File: config.mk
export PLATFORM = sky130hd
export DESIGN_NAME = bluetooth_frame_uart_tx
export DESIGN_NICKNAME = d
export VERILOG_FILES = /design/src/rtl/bluetooth_pkg.sv /design/src/rtl/bluetooth_frame_uart_tx_baud.sv /design/src/rtl/bluetooth_frame_uart_tx.sv
export SDC_FILE = /design/constraint.sdc
export NUM_CORES = 1
export LEC_CHECK = 0
export CORE_AREA = 4 4 133 135
export CTS_BUF_LIST = sky130_fd_sc_hd__clkbuf_16
export DETAILED_ROUTE_END_ITERATION = 8
export DIE_AREA = 0 0 137 139
export GPL_TIMING_DRIVEN = 1
export PLACE_DENSITY = 0.78
export SYNTH_ARGS = -nofsm -noshare
export SYNTH_HDL_FRONTEND = slang
export SYNTH_HIERARCHICAL = 1
export SYNTH_SLANG_ARGS = --single-unit
File: constraint.sdc
create_clock -name clk -period 6.8 [get_ports clk]
set_input_delay 1.02 -clock clk [delete_from_list [all_inputs] [get_ports clk]]
set_output_delay 1.02 -clock clk [all_outputs]
set_load 0.05 [all_outputs]
File: src/rtl/bluetooth_pkg.sv
// bluetooth_pkg: shared FSM state type and byte constants for the Bluetooth frame UART transmitter
package bluetooth_pkg;

    typedef enum logic [2:0] {IDLE, LOAD, START, DATA, STOP, FINISH} state_t;

    localparam int         FRAME_BYTES_DEFAULT = 18;
    localparam logic [7:0] BYTE_NULL           = 8'h00;
    localparam logic [7:0] BYTE_CR             = 8'h0D;
    localparam logic [7:0] BYTE_LF             = 8'h0A;

endpackage

File: src/rtl/bluetooth_frame_uart_tx_baud.sv
// uart_baud_tick: free-running bit-period counter; tick marks the last cycle of each UART bit
module uart_baud_tick #(
    parameter int CLKS_PER_BIT = 868
) (
    input  logic clk,
    input  logic reset,
    input  logic clear,
    output logic tick
);

    localparam int W = $clog2(CLKS_PER_BIT);

    logic [W-1:0] r_cnt;

    assign tick = (r_cnt == W'(CLKS_PER_BIT - 1));

    // count 0..CLKS_PER_BIT-1, held at zero while the FSM is not on a bit
    always_ff @(posedge clk or posedge reset) begin
        if (reset)
            r_cnt <= '0;
        else
            r_cnt <= (clear || tick) ? '0 : r_cnt + 1'b1;
    end

endmodule

File: src/rtl/bluetooth_frame_uart_tx.sv
// bluetooth_frame_uart_tx: serializes a zero-padded ASCII frame as 8N1 UART, MSB byte first; BT_CRLF_EN appends CR LF
module bluetooth_frame_uart_tx
    import bluetooth_pkg::*;
#(
    parameter int CLKS_PER_BIT = 868,
    parameter int FRAME_BYTES  = FRAME_BYTES_DEFAULT
) (
    input  logic                     clk,
    input  logic                     reset,
    input  logic [8*FRAME_BYTES-1:0] frame_data,
    input  logic                     frame_valid,
    output logic                     frame_ready,
    output logic                     tx,
    output logic                     busy,
    output logic                     tx_done,
    output logic [4:0]               bytes_sent
);

    localparam int FW = 8 * FRAME_BYTES;

    state_t        r_state;
    logic [FW-1:0] r_shreg;
    logic [7:0]    r_byte;
    logic [2:0]    r_bit;
    logic          r_tx;
    logic          r_ready;
    logic          r_busy;
    logic          r_done;
    logic [4:0]    r_sent;
    logic          w_tick;
    logic          w_clear;
    logic          w_end;
    logic [7:0]    w_byte;
`ifdef BT_CRLF_EN
    logic          r_tail;
`endif

    assign w_byte  = r_shreg[FW-1 -: 8];
    assign w_clear = !(r_state == START || r_state == DATA || r_state == STOP);
`ifdef BT_CRLF_EN
    // once the CR LF tail is loaded only its trailing zeros may end the frame
    assign w_end   = (w_byte == BYTE_NULL) || (!r_tail && r_sent == 5'(FRAME_BYTES));
`else
    assign w_end   = (w_byte == BYTE_NULL) || (r_sent == 5'(FRAME_BYTES));
`endif

    assign frame_ready = r_ready;
    assign tx          = r_tx;
    assign busy        = r_busy;
    assign tx_done     = r_done;
    assign bytes_sent  = r_sent;

    uart_baud_tick #(.CLKS_PER_BIT(CLKS_PER_BIT)) u_baud (
        .clk   (clk),
        .reset (reset),
        .clear (w_clear),
        .tick  (w_tick)
    );

    // framing FSM: latch frame, pick bytes from the top of the shift register, drive start/data/stop bits
    always_ff @(posedge clk or posedge reset) begin
        if (reset) begin
            r_state <= IDLE;
            r_shreg <= '0;
            r_byte  <= '0;
            r_bit   <= '0;
            r_tx    <= 1'b1;
            r_ready <= 1'b1;
            r_busy  <= 1'b0;
            r_done  <= 1'b0;
            r_sent  <= '0;
`ifdef BT_CRLF_EN
            r_tail  <= 1'b0;
`endif
        end else begin
            case (r_state)
                IDLE: begin
                    if (frame_valid && r_ready) begin
                        r_shreg <= frame_data;
                        r_sent  <= '0;
                        r_ready <= 1'b0;
                        r_busy  <= 1'b1;
                        r_state <= LOAD;
`ifdef BT_CRLF_EN
                        r_tail  <= 1'b0;
`endif
                    end
                end
                LOAD: begin
`ifdef BT_CRLF_EN
                    if (w_end && r_tail) begin
                        r_done  <= 1'b1;
                        r_state <= FINISH;
                    end else begin
                        r_byte  <= w_end ? BYTE_CR : w_byte;
                        r_tx    <= 1'b0;
                        r_state <= START;
                        if (w_end) begin
                            r_shreg <= {BYTE_CR, BYTE_LF, {(FW-16){1'b0}}};
                            r_tail  <= 1'b1;
                        end
                    end
`else
                    if (w_end) begin
                        r_done  <= 1'b1;
                        r_state <= FINISH;
                    end else begin
                        r_byte  <= w_byte;
                        r_tx    <= 1'b0;
                        r_state <= START;
                    end
`endif
                end
                START: begin
                    if (w_tick) begin
                        r_tx    <= r_byte[0];
                        r_byte  <= r_byte >> 1;
                        r_bit   <= '0;
                        r_state <= DATA;
                    end
                end
                DATA: begin
                    if (w_tick) begin
                        if (r_bit == 3'd7) begin
                            r_tx    <= 1'b1;
                            r_state <= STOP;
                        end else begin
                            r_tx   <= r_byte[0];
                            r_byte <= r_byte >> 1;
                            r_bit  <= r_bit + 3'd1;
                        end
                    end
                end
                STOP: begin
                    if (w_tick) begin
                        r_sent  <= r_sent + 5'd1;
                        r_shreg <= r_shreg << 8;
                        r_state <= LOAD;
                    end
                end
                FINISH: begin
                    r_done  <= 1'b0;
                    r_busy  <= 1'b0;
                    r_ready <= 1'b1;
                    r_state <= IDLE;
                end
                default: r_state <= IDLE;
            endcase
        end
    end

endmodule
==> key figures, run 1 <==
Timing
  – Final Setup Violations: 0
  – RSZ-0062 raised after global routing: no
  – Part of the cycle the worst path needs: between 40% and 50%
  – Crit path time final: approximately 3.2 ns
  – Highest clock rate: around 310 MHz
  – Clk_skew: 0.0110 ns
  – Max-slew violations: 0
  – Final hold viol count: 0
  – Slew margin rel.: between 20% and 30%
  – Setup_tns: 0 ns
  – Worst Slack Setup Final: between 3 and 4 ns
  – Worst-Margin Slew: around 1.1 ns
  – Final hold slack: 0.479 ns

CTS
  – Setup Fix Bufs, Post-CTS: 0
  – Clock Pin Slew Worst Setup and Hold Paths: 0.07 ns
  – PostCTS Resize Cnt: 0
  – H-tree levels: 4
  – Root Driver: clkbuf_16
  – CTS Sinks: roughly 180
  – CTS tree: yes
  – Inserted Clock Buffers: 17
  – Max Buffers Root-to-Sink: 2
  – Later-pin clock latency in the skew report: about 0.43 ns
  – CTS Hold Bufs: 0

Yosys
  – Top_reg_cell synth: dfrtp_1
  – Syn_area_per_cell: between 10 and 15 µm²
  – Synth Area in Adders: less than 1%
  – Area share of the largest cell type after synthesis: between 50% and 60%
  – Async set or reset register ratio after synthesis: between 90% and 100%
  – Synth warn: 6
  – FF+latch count, synth: 177
  – Post-synth EDFFs: 0
  – Synth Area in Compound Gates: around 11%
  – Post-synthesis mux area share: a little under a fifth
  – Synth area leader: dfrtp_1
  – Synthesized area: about 8300 µm²
  – Seq/Total Area, Yosys: approximately 53%
  – Area contributors post-synth: dfrtp_1, mux2i_1, o21ai_0
  – Post-Synth Simple-Gate Area: between 10% and 20%
  – Synth Instances: 784
  – Net Count, Synth: approximately 940
  – Main combinational cell family by area after synthesis: multiplexers
  – Post-Synth XOR/XNOR Area: less than 1%
  – Distinct cells, synth: 46

Placement
  – DP Wirelength: ~12 mm
  – DP Worst Slack: 3.33 ns
  – Routability cong.: 0.789
  – PortBufs: between 150 and 200
  – Placed Area: roughly 9900 µm²

Job
  – Max Cap Viol: 0

Setup path
  – Critical Path Max Stage Delay: 0.88 ns
  – Critical path class: reg2reg
  – CP cell instances: ha_1, nand4bb_4, nor4_1, buf_4, and4bb_2, a31oi_4, buf_4, o21ai_0
  – Critical Path RT: 7.04 ns
  – Crit. End Element: flop
  – CP Data Arrival Time: 3.46 ns
  – Crit path launch type: flop
  – Max stage delay cell, worst path: buf_4
  – CP Buf/Inv Count: 2
  – Delay-heaviest family, CP: buffers and inverters
  – Most common cell on crit path: buf_4
  – Critical path fanouts, max: approximately 140

Global route
  – Total track usage: roughly a fifth
  – Met2 usage: slightly below 30%
  – Global route hottest layer: met2
  – Largest net degree at the start of global routing: around 140
  – Met3 global-route usage: ~6.1%
  – Number of global-route vias before repair: between 6k and 7k
  – Antenna violations before repair: 1
  – GR Layer Usage met1: between 20% and 30%
  – Global-route wire length before repair: between 20 and 30 mm
  – GR Overflow Total: 0

Floorplanning
  – IO Pins: between 150 and 200
  – Row cnt: between 40 and 50
  – Die height: 139 µm
  – Initial cell density of the core: around half
  – Die Width: 137 µm
  – Core Footprint: roughly 16000 µm²
  – Die ar.: between 15000 and 20000 µm²

Finish
  – # fillers: 1371
  – Nets: approximately 1.1k
  – Most frequent cells in the layout: dfrtp_1, clkdlybuf4s50_1, nand2_1
  – Final instance area: 10500 µm²
  – Ant diodes: 0
  – FF/Latch Area: 4430 µm²
  – Area added between synthesis and finish: 26.6%
  – Share of cells above drive strength 1: about 7.3%
  – Area of the multi-input gates: about 3600 µm²
  – Most common cell after layout, fill and taps aside: dfrtp_1

Route
  – Post-DRT Antenna Nets: 0
  – Drt wl/cell: between 15 and 20 µm
  – Drt pass-1 iters: 4
  – Via density: ~5.2
  – DR vias: between 5k and 6k
  – Initial DRC Count: slightly above 300
  – WL final: 18.1 mm
  – Drt drc: 0

Power
  – VDD IR max: between 0.15 and 0.2 mV
  – Power Dens Cells: approximately 240 nW/µm²
  – Static Leak: between 4 and 5 nW

Min path
  – Hold/Removal Path Class: reg2reg

Run status
  – Outcome: finished, final reports clean
-- final cells by class --
| cell class | instances | area share (%) |
|---|---|---|
| Clock buffer | 17 | 4.04 |
| Clock inverter | 15 | 1.71 |
| Inverter | 8 | 0.332 |
| Multi-Input combinational cell | 544 | 34.0 |
| Sequential cell | 177 | 42.1 |
| Tap cell | 220 | 2.61 |
| Timing Repair Buffer | 162 | 15.2 |
-- Yosys cell counts, types with 8 or more instances --
library cell and n:
nand2_1 149, dfrtp_1 175, buf_4 18, buf_2 12, mux2i_1 136, mux2_4 8, inv_1 8, nand3_1 11
clkbuf_1 20, o21ai_0 135, a21oi_1 8, a22o_1 10, o21ai_1 9, nor2_1 17
-- through the flow --
stage          power, mW  utilization, %  cells
2_1_floorplan       1.44               -    784
3_3_place_gp        1.57            60.3   1111
3_5_place_dp        1.59            60.3   1111
4_1_cts             2.60            64.0   1143
5_1_grt             2.70            64.0   1143
6_report            2.57            64.0   1143
-- state kept, by name (all words and copies together) (netlist names) --
signal        count
u_baud/r_cnt     10
busy              1
bytes_sent        5
tx_done           1
tx                1
r_bit             3
r_shreg         144
r_byte            8
r_state           3
frame_ready       1
-- worst paths after layout --
| path | cells after the start | to | startpoint | slack [ns] |
|---|---|---|---|---|
| max | 8 | r_shreg[93] | u_baud/r_cnt[0] | 3.58 |
| min | 2 | r_shreg[91] | r_shreg[91] | 0.48 |
| max reg2reg | 8 | r_shreg[93] | u_baud/r_cnt[0] | 3.58 |
| min reg2reg | 2 | r_shreg[91] | r_shreg[91] | 0.48 |
| max in group asynchronous | 3 | r_shreg[94] | reset | 4.19 |
| min in group asynchronous | 2 | u_baud/r_cnt[3] | reset | 1.06 |
-- report_power, final --
group / internal (mW) / switching, mW
Combinational: 0.174 / 0.138
Sequential: 1.17 / 0.0812
Clock: 0.583 / 0.424
-- worst min-delay path, cell delays in order, from the launching register on --
cell and delay (ns):
dfrtp_1 0.34, nand2_1 0.04, o21ai_0 0.06
-- logic make-up after synthesis --
family	Yosys count
flops	177
simple gates	209
mux	151
xor+xnor	6
buf+inv	63
compound gates	173
fa+ha+maj	5
-- layer usage --
| metal | vias up | wire length, µm | part of all wire [%] |
|---|---|---|---|
| li1 | 2981 | - | - |
| met1 | 2853 | 8110 | 45 |
| met2 | 130 | 8510 | 47 |
| met3 | 23 | 1210 | 6.7 |
| met4 | 2 | 236 | 1.3 |
| met5 | - | 12 | 0.066 |
(Power assumes the default switching activity.)
==> run 2: changes to the inputs <==
==> constraint.sdc (replaced) <==
create_clock -name clk -period 3 [get_ports clk]
set_input_delay 0.45 -clock clk [delete_from_list [all_inputs] [get_ports clk]]
set_output_delay 0.45 -clock clk [all_outputs]
set_load 0.05 [all_outputs]
==> run 2 against run 1 <==
Against the previous run: sequential share of layout area fell by 0.20 points; sequential power rose by 130%; count of clock-buffer cells in the layout did not move; routed wire length rose by 2.5%; hold slack got worse by 0.061 ns; register-to-register slack got worse by 3.1 ns; sequential cell count did not move; highest routed layer unchanged.
==> key figures, run 2 (synthesized netlist as in run 1, its figures left out) <==
Run status
  – Outcome: finished, final reports clean

Route
  – Drt wl/cell: 16.1 µm (+2.1%)
  – Via density: 5.25 (+0.15%)
  – Post-DRT Antenna Nets: 0 (unchanged)
  – WL final: 18.5 mm (+2.5%)
  – Drt drc: 0 (unchanged)
  – Drt pass-1 iters: 4 (unchanged)
  – Initial DRC Count: 428 (+38%)
  – DR vias: 6019 (+0.50%)

Placement
  – PortBufs: 155 (unchanged)
  – Placed Area: 10000 µm² (+1.0%)
  – DP Worst Slack: 0.554 ns (-2.77 ns)
  – DP Wirelength: 12.7 mm (+1.9%)
  – Routability cong.: 0.794 (+0.70%)

Finish
  – Max reg flops: 144 (unchanged)
  – Ant diodes: 0 (unchanged)
  – Share of cells above drive strength 1: 7.44% (+0.18 points)
  – Area added between synthesis and finish: 27.2%
  – Nets: 1066 (+0.38%)
  – Most common cell after layout, fill and taps aside: dfrtp_1
  – Most frequent cells in the layout: dfrtp_1, clkdlybuf4s50_1, nand2_1
  – Largest regs: r_shreg: 144 flops, u_baud/r_cnt: 10 flops, r_byte: 8 flops
  – Reg with most FFs: r_shreg
  – Final instance area: 10600 µm² (+0.49%)

Setup path
  – Critical Path RT: 3.27 ns (-3.77 ns)
  – Crit path launch type: flop
  – CP Data Arrival Time: 2.77 ns (-0.69 ns)
  – Critical path class: reg2reg
  – Critical path fanouts, max: 139 (+0.72%)
  – FF-to-FF path depth: 9 (+1)
  – Crit. End Element: flop

CTS
  – Inserted Clock Buffers: 17 (unchanged)
  – Root Driver: clkbuf_16
  – Max Buffers Root-to-Sink: 2 (unchanged)
  – Clock Pin Slew Worst Setup and Hold Paths: 0.06 ns (about the same)
  – CTS Hold Bufs: 0 (unchanged)
  – CTS Sinks: 177 (unchanged)
  – Later-pin clock latency in the skew report: 0.42 ns (about the same)
  – Setup Fix Bufs, Post-CTS: 0 (unchanged)
  – H-tree levels: 4 (unchanged)
  – CTS tree: yes
  – PostCTS Resize Cnt: 0 (unchanged)

Timing
  – Final Setup Violations: 0 (unchanged)
  – Part of the cycle the worst path needs: 83.5% (+36 points)
  – Max-slew violations: 0 (unchanged)
  – RSZ-0062 raised after global routing: no
  – Worst Slack Setup Final: 0.495 ns (-3.09 ns)
  – Slew margin rel.: 57.0% (+30 points)
  – Crit path time final: 2.50 ns (-0.713 ns)
  – Highest clock rate: 399 MHz (+28%)
  – Final hold viol count: 0 (unchanged)
  – Worst-Margin Slew: 0.636 ns (-0.466 ns)
  – Clk_skew: 0.00697 ns (-0.00406 ns)
  – Setup_tns: 0 ns (unchanged)

Global route
  – Global route hottest layer: met2
  – Total track usage: 19.6% (+0.34 points)
  – Largest net degree at the start of global routing: 144 (+3.6%)
  – GR Layer Usage met1: 26.2% (+0.13 points)
  – Antenna violations before repair: 1 (unchanged)
  – GR Overflow Total: 0 (unchanged)
  – Met2 usage: 31.3% (+1.4 points)
  – Met3 global-route usage: 5.41% (-0.65 points)
  – Global-route wire length before repair: 30.1 mm (+2.1%)
  – Number of global-route vias before repair: 6133 (+1.9%)

Power
  – Static Leak: 4.98 nW (+0.67%)
  – Power Dens Cells: 536 nW/µm² (+120%)
  – VDD IR max: 0.379 mV (+100%)

Floorplanning
  – Die Width: 137 µm (unchanged)
  – Row cnt: 47 (unchanged)
  – Die ar.: 19000 µm² (unchanged)
  – Initial cell density of the core: 50.5% (unchanged)
  – Core Footprint: 16500 µm² (unchanged)
  – IO Pins: 156 (unchanged)
  – Die height: 139 µm (unchanged)

Job
  – Max Cap Viol: 0 (unchanged)

Min path
  – Hold/Removal Path Class: in2async
-- run 2: cell types whose count changed in the layout (fill, tap and decap cells not counted) --
cell and delta:
buf_12 +6, clkinv_2 +5, inv_6 -5, buf_4 -2, inv_1 +2, bufinv_16 -1, clkinv_4 -1, clkinvlp_4 +1
inv_8 -1
-- run 2: area by class of cell --
cell class              count  area, µm²
well taps                 220        275
fillers                  1335       5880
multi-input cells         544       3590
flip-flops and latches    177       4430
clock inverters            15        128
repair buffers            166       1710
clock buffers              17        425
inverters                   8       33.8
-- run 2: per-layer routing --
metal  vias up  wire length (µm)
met2       142              8870
met1      2879              8210
li1       2975                 -
met5         -                13
met4         2               219
met3        21              1200
-- run 2: per-stage QoR --
stage	std cells	power (mW)	hold slack, ns	util, %
after floorplan	784	3.27	0.290	-
after global placement	1115	3.58	0.460	61.0
after detailed placement	1115	3.62	0.469	61.0
after CTS	1147	5.73	0.424	64.3
after global routing	1147	5.94	0.464	64.3
final	1147	5.68	0.418	64.3
-- run 2: where the power goes --
part	switching, mW	internal [mW]	leakage [nW]
sequential	0.190	2.66	2.27
combinational	0.325	0.407	2.44
clock	0.894	1.20	0.275
-- run 2: path summary, 6_finish.rpt --
| kind | startpoint | end | slack [ns] |
|---|---|---|---|
| worst min register to register | r_shreg[61] | r_shreg[61] | 0.48 |
| worst min-delay path | reset | u_baud/r_cnt[5] | 0.42 |
| worst max-delay path | u_baud/r_cnt[0] | r_shreg[115] | 0.50 |
| max in group asynchronous | reset | r_shreg[90] | 2.07 |
| min in group clk | r_shreg[61] | r_shreg[61] | 0.48 |
| worst max register to register | u_baud/r_cnt[0] | r_shreg[115] | 0.50 |
-- run 2: critical path, stage by stage, from the launching register on --
cell       delay (ns)
dfrtp_1          0.44
ha_1             0.33
nand4bb_4        0.16
nor4_1           0.27
buf_4            0.21
and4bb_2         0.31
a31oi_4          0.07
buf_12           0.24
nand2_1          0.15
o21ai_0          0.10
==> run 3: changes to the inputs <==
==> constraint.sdc (replaced) <==
create_clock -name clk -period 2.6 [get_ports clk]
set_input_delay 0.39 -clock clk [delete_from_list [all_inputs] [get_ports clk]]
set_output_delay 0.39 -clock clk [all_outputs]
set_load 0.05 [all_outputs]
==> run 3 against run 2 <==
Against the previous run: largest power group unchanged; critical endpoint is now r_shreg[23]; register-to-register slack lost 0.28 ns; sequential share of layout area is 0.89 points lower; routed wire length shrank 0.81%.
==> key figures, run 3 (synthesized netlist as in run 1, its figures left out) <==
Route
  – WL final: 18.4 mm (-0.81%)
  – Via density: 5.19 (-1.1%)
  – Drt pass-1 iters: 5 (+1)
  – Initial DRC Count: 286 (-33%)
  – Drt drc: 0 (unchanged)
  – DR vias: 6003 (-0.27%)
  – Post-DRT Antenna Nets: 0 (unchanged)
  – Drt wl/cell: 15.9 µm (-1.7%)

Timing
  – Crit path time final: 2.38 ns (-0.124 ns)
  – Clk_skew: 0.0107 ns (+0.00374 ns)
  – Final hold slack: 0.297 ns (-0.121 ns)
  – Worst-Margin Slew: 0.671 ns (+0.0351 ns)
  – RSZ-0062 raised after global routing: no
  – Final Setup Violations: 0 (unchanged)
  – Highest clock rate: 420 MHz (+5.2%)
  – Part of the cycle the worst path needs: 91.6% (+8.1 points)
  – Setup_tns: 0 ns (unchanged)
  – Max-slew violations: 0 (unchanged)
  – Slew margin rel.: 54.7% (-2.4 points)
  – Final hold viol count: 0 (unchanged)

Floorplanning
  – Die height: 139 µm (unchanged)
  – Row cnt: 47 (unchanged)
  – IO Pins: 156 (unchanged)
  – Die ar.: 19000 µm² (unchanged)
  – Die Width: 137 µm (unchanged)
  – Core Footprint: 16500 µm² (unchanged)
  – Initial cell density of the core: 50.5% (unchanged)

Finish
  – Reg with most FFs: r_shreg
  – Largest regs: r_shreg: 144 flops, u_baud/r_cnt: 10 flops, r_byte: 8 flops
  – Area added between synthesis and finish: 30.0%
  – Nets: 1076 (+0.94%)
  – Most frequent cells in the layout: dfrtp_1, clkdlybuf4s50_1, nand2_1
  – Non-filler cells, final: 1157 (+0.87%)
  – Most common cell after layout, fill and taps aside: dfrtp_1
  – Share of cells above drive strength 1: 8.54% (+1.1 points)
  – Max reg flops: 144 (unchanged)
  – Ant diodes: 0 (unchanged)

Setup path
  – Critical Path Max Stage Delay: 0.43 ns (about the same)
  – CP Data Arrival Time: 2.67 ns (-0.10 ns)
  – CP Buf/Inv Count: 3 (+1)
  – Delay-heaviest family, CP: simple AND/OR/NAND/NOR gates
  – Max stage delay cell, worst path: dfrtp_1
  – Crit path launch type: flop
  – Crit. End Element: flop
  – Critical path fanouts, max: 31 (-78%)
  – Critical Path RT: 2.89 ns (-0.38 ns)
  – Critical path class: reg2reg
  – CP cell instances: ha_2, nand4bb_4, nor4_1, buf_4, and4bb_2, a31oi_4, buf_12, buf_12, nand2_1, o21ai_0
  – Reg2reg setup slack: 0.22 ns (-0.28 ns)
  – Most common cell on crit path: buf_12

Global route
  – Number of global-route vias before repair: 6153 (+0.33%)
  – Total track usage: 19.7% (+0.12 points)
  – Global-route wire length before repair: 30.0 mm (-0.35%)
  – Antenna violations before repair: 0 (-1)
  – Largest net degree at the start of global routing: 82 (-43%)
  – GR Overflow Total: 0 (unchanged)

CTS
  – Later-pin clock latency in the skew report: 0.43 ns (about the same)
  – H-tree levels: 4 (unchanged)
  – CTS Hold Bufs: 0 (unchanged)
  – PostCTS Resize Cnt: 0 (unchanged)
  – Setup Fix Bufs, Post-CTS: 0 (unchanged)
  – CTS tree: yes
  – Inserted Clock Buffers: 17 (unchanged)
  – CTS Sinks: 177 (unchanged)
  – Clock Pin Slew Worst Setup and Hold Paths: 0.07 ns (about the same)
  – Max Buffers Root-to-Sink: 2 (unchanged)
  – Root Driver: clkbuf_16

Job
  – Max Cap Viol: 0 (unchanged)

Placement
  – DP Wirelength: 13.1 mm (+3.2%)
  – Routability cong.: 0.817 (+2.8%)
  – Dpl cells: 1125 (+0.90%)
  – PortBufs: 155 (unchanged)

Power
  – Power Dens Cells: 620 nW/µm² (+16%)
  – Total power: 6.70 mW (+18%)
  – Static Leak: 5.09 nW (+2.2%)
  – VDD IR max: 0.494 mV (+30%)

Run status
  – Outcome: finished, final reports clean

Min path
  – Hold/Removal Path Class: in2async
==> run 3: cell types whose count changed in the layout (fill, tap and decap cells not counted), sizes merged <==
cell | before | now
bufinv | 2 | 3
clkinvlp | 4 | 2
buf | 11 | 21
clkinv | 8 | 9
==> run 3: report_power, final <==
part | switching, mW | leakage [nW] | internal (mW)
Sequential | 0.219 | 2.27 | 3.07
Clock | 1.07 | 0.288 | 1.50
Combinational | 0.370 | 2.54 | 0.471
==> run 3: final timing paths <==
kind / to / depth (start not counted) / from
worst min-delay path: r_byte[0] / 2 / reset
min in group clk: r_shreg[93] / 2 / r_shreg[93]
worst max register to register: r_shreg[23] / 10 / u_baud/r_cnt[0]
worst min register to register: r_shreg[93] / 2 / r_shreg[93]
worst max-delay path: r_shreg[23] / 10 / u_baud/r_cnt[0]
max in group asynchronous: r_shreg[60] / 3 / reset
==> run 3: per-stage QoR <==
stage / util (%) / worst slack (ns) / cell area [µm²]
2_1_floorplan: - / 0.0849 / 8330
3_3_place_gp: 62.1 / 0.243 / 10200
3_5_place_dp: 62.1 / 0.183 / 10200
4_1_cts: 65.7 / 0.168 / 10800
5_1_grt: 65.7 / 0.0414 / 10800
6_report: 65.7 / 0.219 / 10800
==> run 3: area by class of cell <==
type	count	area [µm²]
Tap cell	220	275
Fill cell	1269	5650
Multi-Input combinational cell	544	3590
Clock buffer	17	425
Timing Repair Buffer	176	1900
Sequential cell	177	4430
Clock inverter	15	166
Inverter	8	33.8
==> run 3: routing by layer <==
layer | vias to the layer above | part of all wire, % | GRT usage (%)
met5 | - | 0 | 0
met4 | 0 | 0.93 | 5.72
met3 | 13 | 6.7 | 6.10
met2 | 144 | 48 | 31.5
met1 | 2842 | 44 | 25.8
li1 | 3004 | - | -
==> run 3: worst register-to-register path, stage by stage, from the launching register on <==
cell and delay, ns:
dfrtp_1 0.43, ha_2 0.27, nand4bb_4 0.15, nor4_1 0.27, buf_4 0.20, and4bb_2 0.31
a31oi_4 0.07, buf_12 0.20, buf_12 0.17, nand2_1 0.08, o21ai_0 0.10
